`config.mk`:
```
export PLATFORM = sky130hd
export DESIGN_NAME = fir_folded_exact
export DESIGN_NICKNAME = d
export VERILOG_FILES = /design/src/rtl/fir_pkg.sv /design/src/rtl/fir_mac.sv /design/src/rtl/fir_folded_exact.sv
export SDC_FILE = /design/constraint.sdc
export NUM_CORES = 2
export LEC_CHECK = 0
export BUFFER_PORTS_ARGS = -buffer_cell sky130_fd_sc_hd__buf_4
export CELL_PAD_IN_SITES_DETAIL_PLACEMENT = 1
export CELL_PAD_IN_SITES_GLOBAL_PLACEMENT = 2
export CORE_MARGIN = 5
export CORE_UTILIZATION = 39
export CTS_CLUSTER_DIAMETER = 120
export DETAILED_ROUTE_END_ITERATION = 8
export PLACE_DENSITY = 0.81
export SYNTH_ARGS = -nofsm -noshare
export SYNTH_HDL_FRONTEND = slang
export SYNTH_SLANG_ARGS = --single-unit
```
`constraint.sdc`:
```
create_clock -name clk -period 16.2 [get_ports clk]
set_input_delay 2.43 -clock clk [delete_from_list [all_inputs] [get_ports clk]]
set_output_delay 2.43 -clock clk [all_outputs]
set_load 0.01 [all_outputs]
```
`src/rtl/fir_pkg.sv`:
```
// fir_pkg: constants, coefficient set and FSM states shared by the folded FIR and its benches.
package fir_pkg;
    localparam int W = 32;
    localparam int TAPS = 10;
    // h[6] = -15 and h[7] = -93 in two's complement
    localparam logic [W-1:0] FIR_COEF [0:TAPS-1] = '{
        32'd129, 32'd721, 32'd592, 32'd80, 32'd81,
        32'd78, 32'hFFFF_FFF1, 32'hFFFF_FFA3, 32'd95, 32'd127
    };
    typedef enum logic [1:0] {IDLE, MAC, OUT} state_t;
endpackage

```
`src/rtl/fir_mac.sv`:
```
// fir_mac: W-bit multiply-accumulate, acc + coef*sample wrapping modulo 2^W.
module fir_mac #(
    parameter int W = 32
) (
    input  logic [W-1:0] acc,
    input  logic [W-1:0] coef,
    input  logic [W-1:0] sample,
    output logic [W-1:0] sum
);
    assign sum = acc + coef * sample;
endmodule

```
`src/rtl/fir_folded_exact.sv`:
```
// fir_folded_exact: 10-tap FIR folded onto one MAC, circular sample store, valid/ready stream.
module fir_folded_exact import fir_pkg::*; #(
    parameter int TAPS = fir_pkg::TAPS,
    parameter int W = fir_pkg::W
) (
    input  logic         clk,
    input  logic         rst,
    input  logic [W-1:0] x_in,
    input  logic         x_valid,
    output logic         x_ready,
    output logic [W-1:0] y_out,
    output logic         y_valid,
    input  logic         y_ready
);
    localparam int PW = $clog2(TAPS);
    localparam logic [PW-1:0] LAST = PW'(TAPS - 1);

    state_t state, state_n;
    logic [W-1:0] mem [TAPS];
    logic [W-1:0] acc, sum;
    logic [PW-1:0] wr_ptr, k, rd_ptr;

    assign x_ready = state == IDLE;
    assign y_valid = state == OUT;
    // newest sample sits at wr_ptr; tap k looks k entries back, wrapping
    assign rd_ptr = wr_ptr >= k ? wr_ptr - k : wr_ptr + PW'(TAPS) - k;

    fir_mac #(.W(W)) u_mac (
        .acc(acc),
        .coef(FIR_COEF[k]),
        .sample(mem[rd_ptr]),
        .sum(sum)
    );

    always_comb begin
        state_n = state;
        state_n = state == IDLE ? (x_valid ? MAC : IDLE) :
                  state == MAC  ? (k == LAST ? OUT : MAC) :
                                  (y_ready ? IDLE : OUT);
    end

    always_ff @(posedge clk) begin
        if (rst) begin
            state <= IDLE;
            wr_ptr <= '0;
            k <= '0;
            acc <= '0;
            y_out <= '0;
            for (int i = 0; i < TAPS; i++) mem[i] <= '0;
        end else begin
            state <= state_n;
            if (state == IDLE && x_valid) begin
                mem[wr_ptr] <= x_in;
                acc <= '0;
                k <= '0;
            end
            if (state == MAC) begin
                acc <= sum;
                k <= k + PW'(1);
                if (k == LAST) begin
                    y_out <= sum;
                    wr_ptr <= wr_ptr == LAST ? '0 : wr_ptr + PW'(1);
                end
            end
        end
    end
endmodule

```
== Word-level counts from Yosys, hierarchy flattened ==
Memories as Yosys holds them, arrays and structs flattened.
Cells that the tools add are included.

* Add/sub/neg operators: 6
* Multipliers: 1
* Divide/modulo/power cells: 0
* $lt $le $gt $ge: 2
* Equality and inequality tests: 4
* Shift operators: 0
* Mux-type cells: 21
* Bitwise logic cells: 1
* Reductions and logical operators: 5

{| class="wikitable"
|+ Operators with widths
! operator !! count
|-
| 32-bit two-way mux || 5
|-
| 32-bit adder || 1
|-
| 32-bit by 32-bit multiplier with 32-bit output || 1
|-
| 32-bit OR reduction || 1
|-
| 4-bit two-way mux || 5
|-
| 4-bit by 1-bit adder with 4-bit output (second input constant) || 2
|-
| 4-bit equality test (second input constant) || 2
|-
| 2-bit two-way mux || 4
|-
| 4-bit subtractor || 2
|-
| 1-bit two-way mux || 7
|-
| 5-bit greater-or-equal comparator (second input constant) || 1
|-
| 4-bit inverter with 5-bit output || 1
|-
| 4-bit adder (second input constant) || 1
|-
| 4-bit greater-or-equal comparator || 1
|-
| 2-bit by 1-bit equality test with 1-bit output (second input constant) || 1
|-
| 2-bit equality test (second input constant) || 1
|-
| 2-bit zero test || 1
|-
| 2-bit AND reduction || 1
|-
| 2-bit nonzero test || 1
|-
| 1-bit logical AND || 1
|}

* Register bits: 74
* Latch bits: 0
* Bits in writable memories: 320
* ROM bits: 512
* Input bits: 36
* Output and inout port bits: 34
* Word-level logic and storage cells: 47
* Memories kept: 2

{| class="wikitable"
|+ Memories
! memory !! words !! bits a word !! rd ports !! clocked after memory_dff !! write ports !! RTL line !! RTL
|-
| (no name shown) || 16 || 32 || 1 || 0 || 0 || fir_folded_exact.sv:30 || <nowiki>.coef(FIR_COEF[k]),</nowiki>
|-
| mem || 10 || 32 || 1 || 0 || 10 || fir_folded_exact.sv:19 || <nowiki>logic [W-1:0] mem [TAPS];</nowiki>
|}

== Longest topological paths before layout ==
* Depth in word-level cells: 7
* Mapped depth: 47

== By module ==
From an unflattened synthesis, not the netlist that was laid out.

* Cell total of the unflattened synthesis: 4038
* Area total of the unflattened synthesis: 45727.6 um^2

{| class="wikitable"
|+ By module, submodules not included
! module !! times used !! cells each !! area each (um^2)
|-
| fir_folded_exact || 1 || 2172 || 28882.7
|-
| fir_mac || 1 || 1866 || 16844.9
|}

== Worst setup path before layout ==
No wires, ideal clock.

* Path type: reg2reg
* Start point: register wr_ptr[0]
* End point: register y_out[29]
* Setup time: 71 ps
* Data arrival time: 11309 ps
* Slack: 4821 ps
* Cell stages (with the launch flop): 44
* Cell sequence: dfxtp_1 > clkbuf_1 > inv_1 > ha_1 > fa_1 > a21boi_2 > o211ai_2 > and2_1 > buf_6 > buf_6 > buf_2 > buf_2 > mux4_2 > nand2_1 > a21oi_1 > nor2_1 > nor2_1 > fa_1 > [... 8 more ...] > inv_1 > fa_1 > inv_1 > fa_1 > inv_1 > ha_1 > a21o_1 > a21o_1 > a21oi_1 > nor2b_1 > a221oi_1 > o21ai_0 > a21oi_1 > o21bai_1 > a21oi_1 > xnor2_1 > nand2_1 > a21oi_1

* Longest elaborated chain between the ends: 6

{| class="wikitable"
|+ Ends and longest elaborated chain
! what !! RTL line !! RTL
|-
| start: declaration || fir_folded_exact.sv:21 || <nowiki>logic [PW-1:0] wr_ptr, k, rd_ptr;</nowiki>
|-
| start signal: assignment || fir_folded_exact.sv:62 || <nowiki>wr_ptr <= wr_ptr == LAST ? '0 : wr_ptr + PW'(1);</nowiki>
|-
| 4-bit adder || fir_folded_exact.sv:26 || <nowiki>assign rd_ptr = wr_ptr >= k ? wr_ptr - k : wr_ptr + PW'(TAPS) - k;</nowiki>
|-
| 4-bit subtractor || fir_folded_exact.sv:26 ||
|-
| 4-bit two-way mux (*) || fir_folded_exact.sv:26 ||
|-
| memory read 10 x 32 bit (*) || n/a ||
|-
| 32-bit by 32-bit multiplier with 32-bit output (*) || fir_mac.sv:10 || <nowiki>assign sum = acc + coef * sample;</nowiki>
|-
| 32-bit adder (*) || fir_mac.sv:10 ||
|-
| end signal: assignment || fir_folded_exact.sv:61 || <nowiki>y_out <= sum;</nowiki>
|-
| end: declaration || fir_folded_exact.sv:11 || <nowiki>output logic [W-1:0] y_out,</nowiki>
|}

Every way passes the cells marked *; elsewhere a longest branch is shown, timed or not.
A chain may end at the register's enable or synchronous reset.

== Final worst setup path ==
* Start point: register wr_ptr[0]
* End point: register y_out[31]

Same word-level chain as after synthesis.

==> impl_results.md <==
- Psw: 2.20 mW
- Post-Route WL: 111000 um
- Post-route setup slack: 3.98 ns
- Hold Crit Class: flop to flop
- Overall die area: 0.104 sq mm
- VDD IR max: 91.7 uV
- Fin area: 0.0422 sq mm
- RSZ-0062 raised after global routing: false
- Top FF cell, synth: edfxtp_1
- Tcrit/Tclk final: 75.4%
- Congestion Overflow GR: 0
- CTS Sinks: 586
- Switching Share: about 38%
- Synthesized Nets: between 3000 and 4000
- Detailed Route Iter0 Violations: ~1800
- Port Buf Inserts: 69
- Endpoints failing setup: 0
- Fin. Hold Viols: 0
- Yosys cell types: 70
- Pint: roughly 3.6 mW
- Post-DR wirelength/cell: 24.6 um
- Worst Path Arrival: 12.68 ns
- Average cell area after synthesis: 12.1 sq um
- Cell Pwr Density: 137 mW/mm^2
- Vias in the first global route: 26200
- Clock network fraction of total power: 26.2%
- Max stage delay on crit path: about 0.70 ns
- Async S/R FF share, synth: 0%
- Cell taking the most area after synthesis: edfxtp_1
- GP Congestion: 0.837
- Residual antenna-violating net count after detailed routing: 0
- Final period demand of the worst path: 12.22 ns
- # rows: 114
- First-pass GRT wire length: 169000 um
- Final Max Tran Viols: 0
- Placed cell area: 0.0400 sq mm
- Met3 Use GR: 3.49%
- Cts repair resizes: 0
- Crit path launch type: flop
- Root Buffer: clkbuf_16
- Crit path required time: 16.66 ns
- CTS tree: yes
- GR peak layer: met2
- Clock latency on the worst-skew pair: about 0.61 ns
- Register area: 0.0169 sq mm
- H-tree levels: 3
- Sum Neg Setup Slack: 0 ns
- CP max FO: 50
- Hold Path Depth: 2
- DRC Markers: 0
- Via Count: approximately 24000
- GR Util met1: between 20% and 30%
- Layout Area Growth over Synthesis: 11.2%
- Met2 Use GR: 37.7%
- Clock buffer depth: 3
- Most frequent cell after synthesis: inv_1
- Setup Fix Bufs, Post-CTS: 0
- Vias/cell: 5.28
- Die height: 322 um
- IO Count: 70
- Hold_sp: y_out[11]
- Flop and latch count out of synthesis: just under 600
- Worst r2r src: wr_ptr[0]
- Power, Total: 5.78 mW
- Area of the multi-input gates: between 0.015 and 0.02 sq mm
- Top post-synthesis cells by area: edfxtp_1 (41%), fa_1 (20%), mux4_2 (6.5%), inv_1 (5.1%), ha_1 (4.6%)
- Worst Reg-to-Reg Cells: 35
- Hpwl dp: ~76000 um
- All-Layer GR Usage: 21.8%
- Worst-Margin Slew: 1.03 ns
- Status: completed
- Sequential area share after synthesis: 44.4%
- CP max-delay cell: fa_1
- Largest net degree at the start of global routing: 51
- Share of cells above drive strength 1: 12.0%
- Combinational share of power: 44.1%
- Fillers: 10200
- Hold Path End: y_out[11]
- Post-synth EDFFs: 512
- 1st-pass router iterations: 5
- Max Clk Rate: 81.8 MHz
- Die Width: 322 um
- Hold Slack: roughly 0.45 ns
- LEAKAGE: roughly 18 nW
- Reg clk slew, reported paths: 0.06 ns
- Post-place setup slack: between 3 and 4 ns
- Initial core utilization: 39.3%
- Reg2Reg Setup Slack: about 4 ns
- Sequential share of power: 29.7%
- Reg-to-Reg End: y_out[31]
- Most frequent CP cell: fa_1
- Total Nets Final: ~3700
- Post-Syn Area: 0.0380 sq mm
- Mapped Cells: 3142
- CP endpoint kind: flop
- Synth cell count leaders: inv_1 (518), edfxtp_1 (512), nor2_1 (387), fa_1 (370), nand2_1 (296)
- Max cap viols: 0
- # hold bufs at CTS: 0
- Final clock skew: between 0.03 and 0.04 ns
- TritonCTS buffer count: 66
- Slew HR: between 30% and 40%
- Critical path class: flop to flop
- Initial antenna violation count: 1
- Placeable core region: 0.0967 sq mm
- Yosys top cell area share: about 41%
- YS warnings: 0
-- state kept, by name (all words and copies together), names as in the netlist --
signal / flops
state: 2
k: 4
wr_ptr: 4
mem: 512
y_out: 32
acc: 32
-- per-layer routing --
metal / vias up / wire length [um]
met1: 12500 / 46600
met2: 737 / 55400
met4: 0 / 2450
li1: 10500 / -
met5: - / 0
met3: 148 / 6900
-- kinds of logic (layout without fill, tap and decap cells) --
group	Yosys count	count (layout)	share of synthesized area (%)
compound gates	260	260	4.42
xor+xnor	68	68	1.70
fa+ha+maj	510	510	24.1
buf+inv	651	762	6.76
flops	586	586	44.4
mux	165	165	8.29
other cells	0	1	0
simple gates	902	902	10.3
-- how the worst max path moves through the flow --
| stage | startpoint | endpoint | slack, ns | depth (start not counted) |
|---|---|---|---|---|
| 2_1_floorplan | wr_ptr[0] | y_out[29] | 4.82 | 43 |
| 3_3_place_gp | wr_ptr[0] | y_out[31] | 4.18 | 40 |
| 3_5_place_dp | wr_ptr[0] | y_out[31] | 3.94 | 34 |
| 4_1_cts | wr_ptr[0] | y_out[31] | 3.89 | 34 |
| 5_1_grt | wr_ptr[0] | y_out[29] | 3.22 | 40 |
| 6_report | wr_ptr[0] | y_out[31] | 3.98 | 35 |
-- area by class of cell --
cell class / count / area share, %
repair buffers: 124 / 2.20
multi-input cells: 1905 / 44.3
clock buffers: 78 / 4.12
diodes: 1 / 0.00593
well taps: 1276 / 3.78
flip-flops and latches: 586 / 39.9
clock inverters: 40 / 1.04
inverters: 520 / 4.62
-- critical path: cells and delay by family, from the launching register on --
| kind | cells | cell delay [ns] |
|---|---|---|
| fa+ha+maj | 9 | 4.70 |
| xor+xnor | 10 | 2.27 |
| buf+inv | 7 | 2.22 |
| simple gates | 4 | 1.10 |
| compound gates | 4 | 0.88 |
| flops | 1 | 0.50 |
| mux | 1 | 0.35 |
-- power groups by stage --
stage / sequential [mW] / clock (mW) / combinational (mW)
global placement: 1.75 / 0 / 2.51
detailed placement: 1.75 / 0 / 2.56
finish: 1.72 / 1.51 / 2.55
global route: 1.72 / 1.61 / 2.89
CTS: 1.72 / 1.54 / 2.58
floorplan: 1.73 / 0 / 1.85
-- per-stage QoR --
step                std cells  util [%]
floorplan                3142         -
global placement         4411      41.4
detailed placement       4411      41.4
CTS                      4529      43.7
global route             4529      43.7
finish                   4530      43.7
-- cells in the final DEF, fill, tap and decap left out, types with 92 or more instances in the layout --
| cell type | instances |
|---|---|
| fa_1 | 370 |
| nand2_1 | 296 |
| mux4_2 | 109 |
| nor2_1 | 377 |
| buf_4 | 124 |
| and2_1 | 124 |
| edfxtp_1 | 512 |
| ha_1 | 139 |
| a21oi_1 | 92 |
| inv_1 | 518 |
Power figures use the tool's default switching activity.
